--- config.mk ---
export PLATFORM = sky130hd
export DESIGN_NAME = uart_lidar_transmit
export DESIGN_NICKNAME = d
export VERILOG_FILES = /design/src/rtl/lidar_uart_pkg.sv /design/src/rtl/uart_byte_transmit.sv /design/src/rtl/uart_lidar_transmit.sv
export SDC_FILE = /design/constraint.sdc
export NUM_CORES = 1
export LEC_CHECK = 0
export BUFFER_PORTS_ARGS = -buffer_cell sky130_fd_sc_hd__clkbuf_2
export CORE_MARGIN = 1
export CORE_UTILIZATION = 30
export CTS_BUF_LIST = sky130_fd_sc_hd__clkbuf_4 sky130_fd_sc_hd__clkbuf_8
export DETAILED_ROUTE_END_ITERATION = 12
export PLACE_DENSITY = 0.5
export SETUP_SLACK_MARGIN = 0.5
export SYNTH_ARGS = -nofsm -noshare
export SYNTH_HDL_FRONTEND = slang
export SYNTH_SLANG_ARGS = --single-unit
--- constraint.sdc ---
create_clock -name clk_in -period 4.91 [get_ports clk_in]
set_input_delay 0.491 -clock clk_in [delete_from_list [all_inputs] [get_ports clk_in]]
set_output_delay 0.491 -clock clk_in [all_outputs]
set_load 0.05 [all_outputs]
--- src/rtl/lidar_uart_pkg.sv ---
// Shared constants and types for the LiDAR UART command path.
package lidar_uart_pkg;

   localparam logic [7:0] LIDAR_HEADER       = 8'h5A;
   localparam logic [7:0] CMD_GET_VERSION    = 8'h01;
   localparam logic [7:0] CMD_SOFT_RESET     = 8'h02;
   localparam logic [7:0] CMD_SET_FRAME_RATE = 8'h03;
   localparam logic [7:0] CMD_SAVE_SETTINGS  = 8'h11;

   // Header, LEN, ID and checksum bytes around the payload.
   localparam int LIDAR_FRAME_OVERHEAD = 4;

   typedef enum logic [1:0] {
      ST_IDLE,
      ST_START,
      ST_DATA,
      ST_STOP
   } tx_state_t;

endpackage

--- src/rtl/uart_byte_transmit.sv ---
// Single-byte 8N1 serialiser, LSB first. A new byte may be handed over in the
// last cycle of a stop bit so consecutive bytes leave no idle gap.
module uart_byte_transmit #(
   parameter int BAUD_PERIOD = 868
) (
   input  logic       clk_in,
   input  logic       rst_in,
   input  logic       byte_valid_in,
   input  logic [7:0] byte_in,
   output logic       byte_ready_out,
   output logic       tx_out,
   output logic       done_out
);
   import lidar_uart_pkg::*;

   localparam int               CNT_W   = (BAUD_PERIOD > 1) ? $clog2(BAUD_PERIOD) : 1;
   localparam logic [CNT_W-1:0] CNT_MAX = CNT_W'(BAUD_PERIOD - 1);

   tx_state_t        state_q, state_d;
   logic [CNT_W-1:0] baud_cnt_q, baud_cnt_d;
   logic [2:0]       bit_idx_q, bit_idx_d;
   logic [7:0]       data_q, data_d;
   logic             tx_q, tx_d;
   logic             bit_end;

   assign bit_end        = (baud_cnt_q == CNT_MAX);
   assign done_out       = (state_q == ST_STOP) && bit_end;
   assign byte_ready_out = (state_q == ST_IDLE) || done_out;
   assign tx_out         = tx_q;

   always_comb begin
      state_d    = state_q;
      baud_cnt_d = baud_cnt_q;
      bit_idx_d  = bit_idx_q;
      data_d     = data_q;
      tx_d       = tx_q;

      if (state_q != ST_IDLE) begin
         baud_cnt_d = bit_end ? '0 : baud_cnt_q + 1'b1;
      end

      unique case (state_q)
         ST_IDLE: tx_d = 1'b1;
         ST_START: begin
            if (bit_end) begin
               state_d   = ST_DATA;
               bit_idx_d = 3'd0;
               tx_d      = data_q[0];
            end
         end
         ST_DATA: begin
            if (bit_end) begin
               if (bit_idx_q == 3'd7) begin
                  state_d = ST_STOP;
                  tx_d    = 1'b1;
               end else begin
                  bit_idx_d = bit_idx_q + 3'd1;
                  tx_d      = data_q[bit_idx_d];
               end
            end
         end
         ST_STOP: begin
            if (bit_end) begin
               state_d = ST_IDLE;
               tx_d    = 1'b1;
            end
         end
         default: state_d = ST_IDLE;
      endcase

      // A handover overrides the return to idle at the end of a stop bit.
      if (byte_valid_in && byte_ready_out) begin
         state_d    = ST_START;
         baud_cnt_d = '0;
         data_d     = byte_in;
         tx_d       = 1'b0;
      end
   end

   always_ff @(posedge clk_in) begin
      if (!rst_in) begin
         state_q    <= ST_IDLE;
         baud_cnt_q <= '0;
         bit_idx_q  <= 3'd0;
         tx_q       <= 1'b1;
      end else begin
         state_q    <= state_d;
         baud_cnt_q <= baud_cnt_d;
         bit_idx_q  <= bit_idx_d;
         tx_q       <= tx_d;
      end
      data_q <= data_d;
   end

endmodule

--- src/rtl/uart_lidar_transmit.sv ---
// LiDAR command-frame transmitter: sequences header, LEN, ID, payload and a
// running checksum into the byte serialiser.
module uart_lidar_transmit #(
   parameter int INPUT_CLOCK_FREQ = 100_000_000,
   parameter int BAUD_RATE        = 115200,
   parameter int MAX_PAYLOAD      = 8
) (
   input  logic                     clk_in,
   input  logic                     rst_in,
   input  logic                     cmd_valid_in,
   output logic                     cmd_ready_out,
   input  logic [7:0]               cmd_id_in,
   input  logic [3:0]               cmd_len_in,
   input  logic [8*MAX_PAYLOAD-1:0] payload_in,
   output logic                     tx_wire_out,
   output logic                     busy_out,
   output logic                     byte_sent_out,
   output logic                     frame_done_out,
   output logic                     len_err_out,
   output logic [3:0]               byte_counter_out
);
   import lidar_uart_pkg::*;

   localparam int BAUD_PERIOD = INPUT_CLOCK_FREQ / BAUD_RATE;

   logic                     active_q, active_d;
   logic [3:0]               byte_counter_q, byte_counter_d;
   logic [7:0]               chk_q, chk_d;
   logic [7:0]               id_q, id_d;
   logic [3:0]               len_q, len_d;
   logic [8*MAX_PAYLOAD-1:0] payload_q, payload_d;
   logic                     len_err_q, len_err_d;

   logic       accept, len_bad, last_byte;
   logic       ser_valid, ser_ready, ser_done;
   logic [3:0] next_idx, last_idx, pay_idx;
   logic [7:0] next_byte, ser_byte;

   assign cmd_ready_out = !active_q && ser_ready;
   assign accept        = cmd_valid_in && cmd_ready_out;
   assign len_bad       = (cmd_len_in > 4'(MAX_PAYLOAD));
   assign last_idx      = len_q + 4'(LIDAR_FRAME_OVERHEAD - 1);
   assign last_byte     = (byte_counter_q == last_idx);
   assign next_idx      = byte_counter_q + 4'd1;
   assign pay_idx       = next_idx - 4'd3;

   assign busy_out         = active_q;
   assign byte_sent_out    = active_q && ser_done;
   assign frame_done_out   = byte_sent_out && last_byte;
   assign len_err_out      = len_err_q;
   assign byte_counter_out = byte_counter_q;

   // The byte following the one now finishing is picked in the same cycle its
   // predecessor's stop bit ends, so loading costs no line time.
   always_comb begin
      next_byte = chk_q;
      if (next_idx == 4'd1) begin
         next_byte = {4'd0, len_q} + 8'(LIDAR_FRAME_OVERHEAD);
      end else if (next_idx == 4'd2) begin
         next_byte = id_q;
      end else if (next_idx != last_idx) begin
         for (int k = 0; k < MAX_PAYLOAD; k++) begin
            if (pay_idx == 4'(k)) next_byte = payload_q[8*k +: 8];
         end
      end
   end

   always_comb begin
      active_d       = active_q;
      byte_counter_d = byte_counter_q;
      chk_d          = chk_q;
      id_d           = id_q;
      len_d          = len_q;
      payload_d      = payload_q;
      len_err_d      = 1'b0;
      ser_valid      = 1'b0;
      ser_byte       = next_byte;

      if (accept) begin
         id_d      = cmd_id_in;
         len_d     = cmd_len_in;
         payload_d = payload_in;
         if (len_bad) begin
            len_err_d = 1'b1;
         end else begin
            active_d       = 1'b1;
            byte_counter_d = 4'd0;
            chk_d          = LIDAR_HEADER;
            ser_valid      = 1'b1;
            ser_byte       = LIDAR_HEADER;
         end
      end else if (byte_sent_out) begin
         if (last_byte) begin
            active_d       = 1'b0;
            byte_counter_d = 4'd0;
         end else begin
            byte_counter_d = next_idx;
            ser_valid      = 1'b1;
            if (next_idx != last_idx) chk_d = chk_q + next_byte;
         end
      end
   end

   always_ff @(posedge clk_in) begin
      if (!rst_in) begin
         active_q       <= 1'b0;
         byte_counter_q <= 4'd0;
         len_err_q      <= 1'b0;
      end else begin
         active_q       <= active_d;
         byte_counter_q <= byte_counter_d;
         len_err_q      <= len_err_d;
      end
      chk_q     <= chk_d;
      id_q      <= id_d;
      len_q     <= len_d;
      payload_q <= payload_d;
   end

   uart_byte_transmit #(
      .BAUD_PERIOD(BAUD_PERIOD)
   ) u_byte_tx (
      .clk_in        (clk_in),
      .rst_in        (rst_in),
      .byte_valid_in (ser_valid),
      .byte_in       (ser_byte),
      .byte_ready_out(ser_ready),
      .tx_out        (tx_wire_out),
      .done_out      (ser_done)
   );

endmodule

==> Word level (Yosys, flattened, before mapping) <==
Index checks and enable logic that the tools add are counted.
{ "classes": {"n_addsub": 7, "n_mul": 0, "div_mod_pow": 0, "n_lt_le_gt_ge": 2, "n_eq_ne": 27, "shifts": 0, "n_mux": 50, "bitwise": 1, "n_reduce_logical": 26} }
{ "ops": {"columns": ["cell", "count"], "rows": [
  ["$mux 8", 18],
  ["$eq 4x3->1 const B", 4],
  ["$mux 1", 16],
  ["$mux 4", 4],
  ["$eq 4x2->1 const B", 3],
  ["$add 10x1->10 const B", 1],
  ["$eq 10x10->1 const B", 1],
  ["$mux 10", 1],
  ["$reduce_and 5->1", 2],
  ["$reduce_bool 2->1", 5],
  ["$mux 3", 3],
  ["$ne 3x1->1 const B", 3],
  ["$add 8x8->8", 1],
  ["$eq 4x1->1 const B", 2],
  ["$mux 2", 4],
  ["$ne 2x1->1 const B", 4],
  ["$reduce_and 4->1", 2],
  ["$logic_and 1x1->1", 6],
  ["$ne 2x2->1 const B", 3],
  ["$pmux 2 s3", 1],
  ["$pmux 3 s2", 1],
  ["$reduce_and 3->1", 2],
  ["$add 4x3->5 const B", 1],
  ["$add 4x1->4 const B", 1],
  ["other kinds (22)", 24]
]} }
{ "totals": {"regBits": 114, "latchBits": 0, "ram_bits": 0, "rom_bits": 0, "output_inout_bits": 10, "wordCells": 126, "mem_count": 0} }

==> Logic depth before layout (Yosys ltp) <==
{ "logic_depth": {"word_depth": 19, "mapped_depth": 22, "depth_no_buf": 19} }

==> Cells and area by module <==
From an unflattened synthesis, not the netlist that was laid out.
{ "hier_totals": {"hier_cells": 532, "area_unflattened_um2": 6069.6} }
{ "by_module_without_submodules": {"columns": ["module", "n_inst", "cells_per_inst", "area_each_um2", "seq_area_each_um2"], "rows": [
  ["uart_lidar_transmit", 1, 415, 4835.9, 2642.5],
  ["uart_byte_transmit", 1, 117, 1233.7, 560.5]
]} }

==> Worst setup path after synthesis <==
OpenSTA, ideal clock, no wires.
{ "synth_path": {"path_type": "flip-flop to flip-flop", "start": "reg byte_counter_q[0] (netlist: byte_counter_out[0])", "end": "reg chk_q[7] (data pin)", "setup_ns": 0.269, "arrival_time_ns": 4.766, "required_time_ns": 4.641, "slack_ns": -0.124, "path_stages_with_launch": 22, "n_path_buf": 2, "synth_period_minus_slack_ns": 5.034, "cell_sequence": "dfxtp_1 buf_4 inv_1 ha_1 or3_1 a21oi_2 a211oi_4 buf_4 a31oi_1 a32oi_1 a221o_1 a21oi_1 nor2_1 ha_1 a21oi_1 nor2b_1 o31a_1 o41ai_1 xnor2_1 nor4b_1 a211oi_1 nand3_1"} }
{ "synth_via": {"elab_chain_cells": 19, "word_cells_on_any_way": 29} }
{ "synth_rtl": {"columns": ["element", "line_no", "text"], "rows": [
  ["start: declaration", "uart_lidar_transmit.sv:27", "logic [3:0] byte_counter_q, byte_counter_d;"],
  ["start signal: assignment", "uart_lidar_transmit.sv:111", "byte_counter_q <= byte_counter_d;"],
  ["$add 4x1->4 *", "uart_lidar_transmit.sv:44", "assign next_idx = byte_counter_q + 4'd1;"],
  ["$sub 4x2->4", "uart_lidar_transmit.sv:45", "assign pay_idx = next_idx - 4'd3;"],
  ["$logic_not 4->1", "uart_lidar_transmit.sv:63", "if (pay_idx == 4'(k)) next_byte = payload_q[8*k +: 8];"],
  ["$mux 8 (8 in series)", "uart_lidar_transmit.sv:63", null],
  ["$mux 8", "uart_lidar_transmit.sv:61", "end else if (next_idx != last_idx) begin"],
  ["$mux 8", "uart_lidar_transmit.sv:59", "end else if (next_idx == 4'd2) begin"],
  ["$mux 8 *", "uart_lidar_transmit.sv:57", "if (next_idx == 4'd1) begin"],
  ["$add 8x8->8 *", "uart_lidar_transmit.sv:99", "if (next_idx != last_idx) chk_d = chk_q + next_byte;"],
  ["$mux 8 *", "uart_lidar_transmit.sv:99", null],
  ["$mux 8 *", "uart_lidar_transmit.sv:93", "if (last_byte) begin"],
  ["$mux 8 *", "uart_lidar_transmit.sv:92", "end else if (byte_sent_out) begin"],
  ["$mux 8 *", "uart_lidar_transmit.sv:79", "if (accept) begin"],
  ["end signal: assignment", "uart_lidar_transmit.sv:114", "chk_q <= chk_d;"],
  ["end: declaration", "uart_lidar_transmit.sv:28", "logic [7:0] chk_q, chk_d;"]
]} }
Every way passes the cells marked *; elsewhere a longest branch is shown, timed or not. The select of a mux whose other input is x is not followed.
A chain may end at the register's enable or synchronous reset.

==> Worst setup path in the final report <==
{ "layout_path": {"start": "reg byte_counter_q[1] (netlist: byte_counter_out[1])", "end": "reg chk_q[7] (data pin)"} }
The elaborated chain is that of the path after synthesis.

==> flow_summary.toml <==
[floorplanning]
pin_count = 89
die_w_microns = 146
die_h_microns = 146
die_area_sq_um = 21400
coreArea_sq_um = 20400
start_util_pct = 30.7
rows = 52

[logic_synthesis]
synth_edf_count = 92
synthXorXnorAreaFrac_pct = 4.62
synthMuxAreaShare_pct = 1.90
synthArstFlopShare_pct = 0
synth_warnings = 0
synth_compound_area_share_pct = 17.4
netlist_instances = 574
synth_top_family_by_area = "compound AO/OA/AOI/OAI gates"
synthSimpleGateAreaFrac_pct = 16.3
synth_seq_cells = 114
synth-adder-area-share_pct = 5.32
seq_area_frac_synth_pct = 51.2
synthesis.nets = 679
postSynthAreaPerCell_sq_um = 10.9
ys.flop_type = "edfxtp_1"
synthesis.area_sq_um = 6250
ys_types = 80

[sta]
period_needed_ps = 4420
fin_skew_ps = 19.0
hold_viol = 0
max_freq_mhz = 226
finalMaxSlewViolations = 0
setup_slack_ps = 490
tightest_slew_ps = 1070
setup_viol = 0
rsz0062_at_grt = "true"
fin_crit_sh_pct = 90.0
tns_ps = 0
maxSlewHeadroom_pct = 29.0

[clock_network]
cts_root_buf = "clkbuf_8"
clk_pin_slew_ps = 90
clockBufferDepth = 2
hold_buffers = 0
cts_sinks = 114
cts_tree = "done"
insertion_delay_ps = 450
cts.htree.levels = 4
numCtsBuffers = 17

[grt]
overflow = 0
grt_pass1_vias = 5064
antenna_found_initial = 0
grt_max_degree = 86
grt_usage_pct = 17.1
grt_pass1_wl_microns = 27800

[power_and_ir_drop]
p_int_mw = 1.84
p_switching_mw = 0.854
power_frac_comb_pct = 19.6
powerDensity_nw_per_um2 = 341
pwr-share-seq_pct = 47.8
switching_share_pct = 31.7
ir_drop_uv = 187
pwr-share-clk_pct = 32.7
leakagePower_nw = 3.10

[critical_path]
r2r_cells = 20
worst-path-max-fanout = 9
worstPathArrival_ps = 4730
cp-end-kind = "flop"
crit_slowest_cell = "a211oi_4"
cpMostUsedCell = "buf_4"
crit_path_max_incr_delay_ps = 520
r2r_slack_ps = 490
crit_path_start_kind = "flop"
critPathRequiredTime_ps = 5220
path_class = "reg -> reg"
cp_cell_sequence = "buf_4, ha_4, xor2_2, o221ai_2, a211oi_4, buf_6, a31oi_4, buf_4, a211oi_1, o21a_1, ha_1, a21oi_2, nor2b_1, o31a_1, o41ai_4, xnor2_2, buf_4, nand2_1, a2111o_1, nand3_1"

[placed_design]
gp_congestion = 0.938
io_buffer_count = 88
dpl-instance-area_sq_um = 7140
dp_slack_ps = 73.7
hpwlAfterDp_microns = 13200

[final_layout]
final_area_sq_um = 7900
num_antenna_cells = 0
layout.nets = 816
fillCellCount = 2002
area_delta_synth_final_pct = 26.2
drive_above_1_share_pct = 32.5

[drt]
vias = 5038
routed_wl_microns = 17600
wl_per_cell_microns = 17.7
drcViolationCount = 0
detail-route-antenna-nets = 0
drt_iter0_drc = 310
vias_per_cell = 5.07
drt-pass1-iter-count = 5

[worst_hold_path]
hold_path.class = "in -> reg"
min_path_cells = 1

[outcome]
outcome = "complete, no violations"

[run]
cap_violations = 0
==> registers in the layout (all words and copies together) (netlist names), 2 cells and up <==
signal	flops
chk_q	8
payload_q	64
u_byte_tx.data_q	8
u_byte_tx.baud_cnt_q	10
u_byte_tx.bit_idx_q	3
id_q	8
len_q	4
u_byte_tx.state_q	2
byte_counter_out	4
==> worst paths after layout <==
check / startpoint / endpoint
worst min-delay path: payload_in[11] / payload_q[11]$_DFFE_PP_
worst min register to register: u_byte_tx.bit_idx_q[1]$_SDFFE_PN0P_ / u_byte_tx.bit_idx_q[1]$_SDFFE_PN0P_
worst max register to register: byte_counter_out[1]$_SDFFE_PN0P_ / chk_q[7]$_SDFFCE_PP0P_
worst max-delay path: byte_counter_out[1]$_SDFFE_PN0P_ / chk_q[7]$_SDFFCE_PP0P_
==> metal layers <==
layer / part of all wire [%] / track usage (%) / up-vias
li1: - / - / 2444
met1: 46 / 22.3 / 2376
met2: 46 / 27.2 / 177
met3: 5.0 / 3.56 / 41
met4: 3.1 / 8.02 / 0
met5: 0 / 0 / -
==> cells in the mapped netlist (all sizes together) (3+ instances only) <==
cell | count | area share [%]
xnor2 | 11 | 1.5
nand2b | 13 | 1.3
nand4 | 5 | 0.50
mux2 | 3 | 0.54
o2111ai | 3 | 0.42
o32ai | 3 | 0.42
inv | 19 | 1.1
nand2 | 43 | 2.6
o22ai | 8 | 0.90
a21oi | 32 | 2.6
o31ai | 3 | 0.44
and2 | 5 | 0.50
xor2 | 16 | 2.4
mux2i | 4 | 0.64
a22oi | 6 | 0.72
edfxtp | 92 | 44
o31a | 4 | 0.56
dfxtp | 22 | 7.0
nand3 | 17 | 1.4
or2 | 7 | 0.70
buf | 14 | 1.5
clkbuf | 10 | 0.62
a21boi | 8 | 1.0
and3 | 10 | 1.0
a211oi | 12 | 1.6
nor4 | 5 | 0.50
nor3 | 11 | 1.1
o21ai | 27 | 2.2
nor2 | 58 | 3.6
nor2b | 9 | 0.90
a31oi | 8 | 0.80
o311a | 6 | 0.96
ha | 25 | 5.0
or3 | 6 | 0.60
a21o | 4 | 0.48
==> cells in the final DEF, fill, tap and decap left out, types with 7 or more instances in the layout <==
cell	netlist	layout
edfxtp_1	92	92
clkbuf_2	1	88
nor2_1	57	56
buf_4	4	52
nand2_1	42	41
a21oi_1	31	28
o21ai_0	27	27
ha_1	25	20
dfxtp_1	22	19
clkbuf_8	0	17
nand3_1	17	16
inv_1	18	15
xor2_1	15	15
nand2b_1	13	13
and3_1	10	9
nor2b_1	9	9
xnor2_1	11	9
a211oi_1	11	8
nor3_1	8	8
a31oi_1	8	7
==> power by group through the flow <==
stage | clock network, mW | logic, mW | registers [mW]
after floorplan | 0 | 0.340 | 1.29
after global placement | 0 | 0.485 | 1.31
final | 0.879 | 0.526 | 1.29
after detailed placement | 0 | 0.493 | 1.31
after CTS | 0.910 | 0.517 | 1.29
after global routing | 0.948 | 0.583 | 1.30
==> final cells by class <==
class	instances	area (sq um)	share of cell area (%)
Inverter	19	76.3	0.967
Clock buffer	17	234	2.96
Timing Repair Buffer	142	853	10.8
Sequential cell	114	3210	40.7
Clock inverter	15	149	1.89
Multi-Input combinational cell	417	3030	38.4
Tap cell	270	338	4.28
==> worst max-delay path, delay by kind of cell (launching register included) <==
family / cells / cell delay, ps
DFF: 1 / 390
adders and majority gates: 2 / 440
and+or+nand+nor: 3 / 200
xor gates and xnor gates: 2 / 370
AOI/OAI and AO/OA: 9 / 2270
buffers and inverters: 4 / 630
==> repair_timing <==
item                       in CTS  in global routing
pin swaps                      14                 13
setup buffers                  15                 14
cloned                          0                  0
gates resized for setup        29                  8
setup endpoints to repair       2                  2
==> per-stage QoR <==
stage,hold slack (ps),util (%),power [mW],instances
after floorplan,445,-,1.63,574
after global routing,175,38.8,2.83,994
after CTS,170,38.1,2.71,980
after detailed placement,469,35.0,1.80,933
after global placement,456,35.0,1.79,933
final,212,38.8,2.69,994
==> kinds of logic (layout without fill, tap and decap cells) <==
logic type      Yosys count  count (layout)
simple gates            201             201
compound gates          152             152
flops                   114             114
buf+inv                  43             193
xor+xnor                 29              29
fa+ha+maj                26              26
mux                       9               9
(Power assumes the default switching activity.)
